--- config.mk ---
export PLATFORM = sky130hd
export DESIGN_NAME = axis_checker_fifo
export DESIGN_NICKNAME = d
export VERILOG_FILES = /design/src/rtl/axis_checker_pkg.sv /design/src/rtl/axis_checker_fifo.sv
export SDC_FILE = /design/constraint.sdc
export NUM_CORES = 1
export LEC_CHECK = 0
export CORE_MARGIN = 1.5
export CORE_UTILIZATION = 45
export DETAILED_ROUTE_END_ITERATION = 10
export SLEW_MARGIN = 40
export SYNTH_ARGS = -nofsm -noshare
export SYNTH_HDL_FRONTEND = slang
export SYNTH_SLANG_ARGS = --single-unit
--- constraint.sdc ---
create_clock -name clk -period 9.43 [get_ports clk]
set_clock_uncertainty 0.2 [all_clocks]
set_input_delay 2.3575 -clock clk [delete_from_list [all_inputs] [get_ports clk]]
set_output_delay 2.3575 -clock clk [all_outputs]
set_load 0.02 [all_outputs]
--- src/rtl/axis_checker_pkg.sv ---
// Shared types and constants for the AXI-Stream checker: the expected-beat record,
// the checker state encoding, the backpressure LFSR constants and the beat comparator.
package axis_checker_pkg;

    localparam int unsigned EXP_DATA_WIDTH = 64;
    localparam int unsigned EXP_KEEP_WIDTH = EXP_DATA_WIDTH / 8;

    typedef struct packed {
        logic [EXP_DATA_WIDTH-1:0] data;
        logic [EXP_KEEP_WIDTH-1:0] keep;
        logic                      last;
    } exp_beat_t;

    typedef enum logic [1:0] {
        IDLE    = 2'd0,
        CHECK   = 2'd1,
        TIMEOUT = 2'd2
    } checker_state_e;

    // Fibonacci taps 16,14,13,11 expressed as bit positions 15,13,12,10
    localparam logic [15:0] LFSR_SEED = 16'hACE1;
    localparam logic [15:0] LFSR_TAPS = 16'hB400;

    function automatic logic [15:0] lfsr_next(input logic [15:0] state);
        return {state[14:0], ^(state & LFSR_TAPS)};
    endfunction

    // Keep and last must agree exactly; data is only compared on enabled bytes
    function automatic logic beat_matches(input exp_beat_t               exp_beat,
                                          input logic [EXP_DATA_WIDTH-1:0] data,
                                          input logic [EXP_KEEP_WIDTH-1:0] keep,
                                          input logic                      last);
        logic ok;
        ok = (keep == exp_beat.keep) && (last == exp_beat.last);
        for (int i = 0; i < int'(EXP_KEEP_WIDTH); i++) begin
            ok = ok & ~(exp_beat.keep[i] & (|(data[8*i +: 8] ^ exp_beat.data[8*i +: 8])));
        end
        return ok;
    endfunction

endpackage

--- src/rtl/axis_checker_fifo.sv ---
// Single-clock FIFO of expected beats with a registered head-of-queue output.
// No bypass: a beat written at one edge appears on rd_data from the next cycle on.
module axis_checker_fifo
    import axis_checker_pkg::*;
#(
    parameter int unsigned EXP_DEPTH = 16
) (
    input  logic      clk,
    input  logic      flush,
    input  logic      push,
    input  exp_beat_t wr_data,
    input  logic      pop,
    output exp_beat_t rd_data,
    output logic      full,
    output logic      empty
);

    localparam int unsigned AW = $clog2(EXP_DEPTH);

    exp_beat_t       mem_q [EXP_DEPTH];
    exp_beat_t       head_q;
    logic [AW-1:0]   wr_ptr_q;
    logic [AW-1:0]   rd_ptr_q;
    logic [AW:0]     count_q;
    logic            push_ok_s;
    logic            pop_ok_s;

    assign full      = (count_q == (AW+1)'(EXP_DEPTH));
    assign empty     = (count_q == '0);
    assign push_ok_s = push && !full && !flush;
    assign pop_ok_s  = pop && !empty && !flush;
    assign rd_data   = head_q;

    // Storage array write port
    always_ff @(posedge clk) begin
        if (push_ok_s) begin
            mem_q[wr_ptr_q] <= wr_data;
        end
    end

    // Pointers, occupancy and head register; head reloads from the write port when it is the next entry
    always_ff @(posedge clk) begin
        if (flush) begin
            wr_ptr_q <= '0;
            rd_ptr_q <= '0;
            count_q  <= '0;
            head_q   <= '0;
        end else begin
            if (push_ok_s) begin
                wr_ptr_q <= wr_ptr_q + AW'(1);
            end
            if (pop_ok_s) begin
                rd_ptr_q <= rd_ptr_q + AW'(1);
            end
            if (push_ok_s && ((count_q == '0) || ((count_q == (AW+1)'(1)) && pop_ok_s))) begin
                head_q <= wr_data;
            end else if (pop_ok_s) begin
                head_q <= mem_q[rd_ptr_q + AW'(1)];
            end
            case ({push_ok_s, pop_ok_s})
                2'b10:   count_q <= count_q + (AW+1)'(1);
                2'b01:   count_q <= count_q - (AW+1)'(1);
                default: count_q <= count_q;
            endcase
        end
    end

endmodule

==> results.md <==
- Once the floorplan was initialized, standard cells occupied roughly 45% of the core.
- The data arrival time of the critical path is ~5.6 ns.
- The hold violation count in the final report is 0.
- The first detailed-routing pass took 5 iterations.
- The synthesis-to-finish area growth is 16.59%.
- The detail route stage leaves a number of antenna-violating nets equal to 0.
- The kind of cell adding the most delay to the critical path is buffers and inverters.
- The average via count per standard cell is 5.853.
- The number of placement rows is around 120.
- The cell repeated most along the worst path is buf_8.
- In this run the clock root is driven by a clkbuf_16.
- Setup slack closes at between 4 and 5 ns.
- The post-detailed-route wirelength per cell is around 27 microns.
- The share of flip-flops with an asynchronous set or reset after synthesis is 0%.
- The CTS buffer count is 132.
- The multi-input combinational cells in the finished layout cover a total of roughly 0.010 sq mm.
- The area share of the largest cell type after synthesis is around three quarters.
- In the routed design, unresolved DRC markers number 0.
- The floorplan step set the die width to ~330 microns.
- The core area is 0.1051 sq mm.
- Post-CTS timing repair inserted 0 buffers for setup.
- The number of ports placed on the die boundary is roughly 150.
- Entering global routing, the biggest net connects 84 pins.
- The worst slew margin relative to its limit is roughly 41%.
- Derived from the worst setup path, the maximum achievable clock frequency is about 180 MHz.
- The worst slack at placement is between 3 and 4 ns.
- The flip-flop and latch count after synthesis is approximately 1.3k.
- The summed instance area of the synthesized netlist is between 0.04 and 0.05 sq mm.
- For the worst setup path, the data required time is approximately 9.6 ns.
- The die height is 328.1 microns.
- The biggest area contributor in the post-synthesis netlist is edfxtp_1.
- The count of buffers inserted at the top-level ports is between 150 and 200.
- The final layout net count is 2,609.
- After routing the design area is around 0.055 sq mm.
- Setup repair after global routing left no endpoint under its margin.
- The worst min-delay path category is reg -> reg.
- Hold repair after CTS inserted 0 buffers.
- The total leakage power is roughly 17 nW.
- The number of antenna violations at the first check in global routing came to 1.
- Sequential cells were found to cover between 70% and 80% of the synthesized design area.
- After layout, the minimum clock period comes to between 5 and 6 ns.
- The total negative slack for setup checks is 0 ns.
- The endpoint class of the critical path is a flop.
- The final worst hold slack is 0.3135 ns.
- For the pin with the worst max-slew slack, the measured transition is approximately 0.9 ns.
- The number of distinct standard cells referenced by the synthesized netlist is 39.
- Global routing finished with a remaining overflow of 0.
- Detailed placement finished with a half-perimeter wire length of approximately 60,000 microns.
- The first global-routing pass estimated approximately 160,000 microns of wire.
- For the worst-skew pair, the clock arrives at the later sink with an insertion delay of approximately 0.73 ns.
- The delay of the slowest cell on the worst path is 0.61 ns.
- The die area is roughly 0.11 sq mm.
- Global routing used between 20% and 30% of the available tracks across all layers.
- Fill cells in the final layout number roughly 8k.
- Setup violations remaining at the end of the flow were counted as 0.
- The met1 track utilization from global routing is between 20 and 30%.
- The net count after synthesis is 2,400.
- The number of vias after detailed routing is approximately 24k.
- After detailed routing, the total wire length is between 100,000 and 150,000 microns.
- Leaving out fill and tap cells, the most frequent cell in the layout is edfxtp_1.
- The global routing met3 resource utilization is around 3.2%.
- Global routing consumed, on the met2 layer, 34.17% of the routing resources.
- The flow ran to the end, and the final reports show no timing, DRC or antenna violations.
- The iteration-0 DRC count of the detailed router is ~2.1k.
- The top fanout value on the critical path is 40.
- The number of pins with negative max-slew slack in the final report came to 0.
- The nature of the critical path startpoint is a primary input.
- Among all stages on the critical path, the largest delay is contributed by nor3_1.
- The number of H-tree levels is 4.
- Once the clock tree was built, the resizer swapped 0 gates to a different size.
- VDD sags by at most ~0.00015 V.
- The TritonCTS clock tree is done.
- The tool flagged a number of max-cap violations equal to 0.
- During synthesis, Yosys emitted a total of 0 warnings.
- The number of clock sinks is around 1.3k.
- Routability-driven placement finished with a final weighted congestion of about 0.76.
- In the post-synthesis netlist, the biggest area contributors are edfxtp_1 (74%), mux4_2 (14%), dfxtp_1 (3.6%).
- Walking the worst path, the cells encountered are clkdlybuf4s50_1 > inv_1 > nor3_1 > nand2_1 > nor2_4 > buf_8 > buf_8 > buf_4.
- The buffer and inverter count on the worst path is 5.
- The placed instances occupy a cell area of roughly 0.051 sq mm.
- In the layout the commonest cells are edfxtp_1 (1,168), mux4_2 (292), nand2_1 (151).
- Counting flops with a built-in enable in the synthesized netlist gives 1,168.
- The clock passes through at most 3 buffers.
- The antenna diode count is 0.
- The synthesized instance count is about 2.3k.
- The clock transition at the registers of the reported paths is about 0.06 ns.
- The global-route layer with the greatest usage is met2.
- Across the whole layout, storage elements account for roughly 0.037 sq mm.
- Dividing the final minimum period by the clock period gives between 50 and 60%.
- Dividing total power by cell area gives a power density of around 240 mW/mm^2.
- The kind of critical path is in -> reg.
- After synthesis, the mean cell area works out to 20.57 sq um.
- Among all flip-flop cells after synthesis, the most frequent one is edfxtp_1.
- Cells with a size suffix above 1 make up between 20 and 25% of the layout.
- The via count of the first global-routing pass came to 24.80k.
flip-flops by register name, indices dropped and copies added (netlist names):
signal / cells
count_q: 5
mem_q: 1168
rd_data: 73
rd_ptr_q: 4
wr_ptr_q: 4
synthesized netlist by cell type (2+ instances only):
master and n:
or3_1 2, ha_1 10, edfxtp_1 1168, a31oi_1 4
a21oi_1 7, nand2_1 151, buf_1 13, o21ai_1 31
nor2_1 33, o21ai_0 112, xnor2_1 8, mux2i_1 7
clkbuf_1 67, dfxtp_1 86, mux4_2 292, buf_2 60
inv_1 10, nand2b_1 7, nand3_1 74, a22oi_1 72
xor2_1 6, o221ai_1 71, nor3_1 6
where the power goes:
group	switching, mW	total (mW)	internal (mW)
Sequential	0.128	6.35	6.22
Combinational	0.948	1.83	0.881
Clock	2.12	5.06	2.94
Total	3.19	13.2	10.0
worst register-to-register path, cell delays in order, from the launching register on:
cell and delay, ns:
dfxtp_1 0.44, inv_1 0.10, ha_1 0.26, nor4bb_1 0.20
nor3_1 0.59, nand2_1 0.40, nor2_4 0.50, buf_8 0.24
buf_8 0.18, buf_4 0.54
logic make-up after synthesis:
| group | count (synthesis) | share of synthesized area (%) |
|---|---|---|
| AND/OR/NAND/NOR | 281 | 2.572 |
| adder cells (fa/ha/maj) | 10 | 0.2630 |
| buffers and inverters | 151 | 1.357 |
| multiplexers | 300 | 14.00 |
| XOR/XNOR | 14 | 0.2578 |
| AO/OA/AOI/OAI | 303 | 4.198 |
| flip-flops | 1254 | 77.35 |
final cells by class:
class / instances / share of cell area (%)
tap: 1391 / 3.138
clock inverter: 77 / 1.214
multi-input combinational: 908 / 18.63
inverter: 10 / 0.06768
timing repair buffer: 216 / 4.183
sequential: 1254 / 66.35
clock buffer: 164 / 6.420
routing by layer:
| metal | wire [microns] | vias to the layer above |
|---|---|---|
| met3 | 5860 | 168 |
| met5 | 9 | - |
| met1 | 44050 | 12517 |
| met2 | 54870 | 773 |
| li1 | - | 10071 |
| met4 | 2636 | 2 |
worst paths after layout:
kind	startpoint	endpoint	cells past startpoint	slack, ns
worst min-delay path	rd_data[15]	rd_data[15]	2	0.31
worst max-delay path	push	mem_q[5][22]	8	4.02
worst max register to register	count_q[0]	mem_q[5][22]	9	5.36
worst min register to register	rd_data[15]	rd_data[15]	2	0.31
per-stage QoR:
stage | utilization [%] | instances | power, mW
global route | 52.76 | 4020 | 13.69
floorplan | - | 2313 | 7.643
finish | 52.76 | 4020 | 13.24
detailed placement | 48.67 | 3777 | 8.327
global placement | 48.35 | 3759 | 8.278
CTS | 52.70 | 4018 | 13.36
Power figures use the tool's default switching activity.
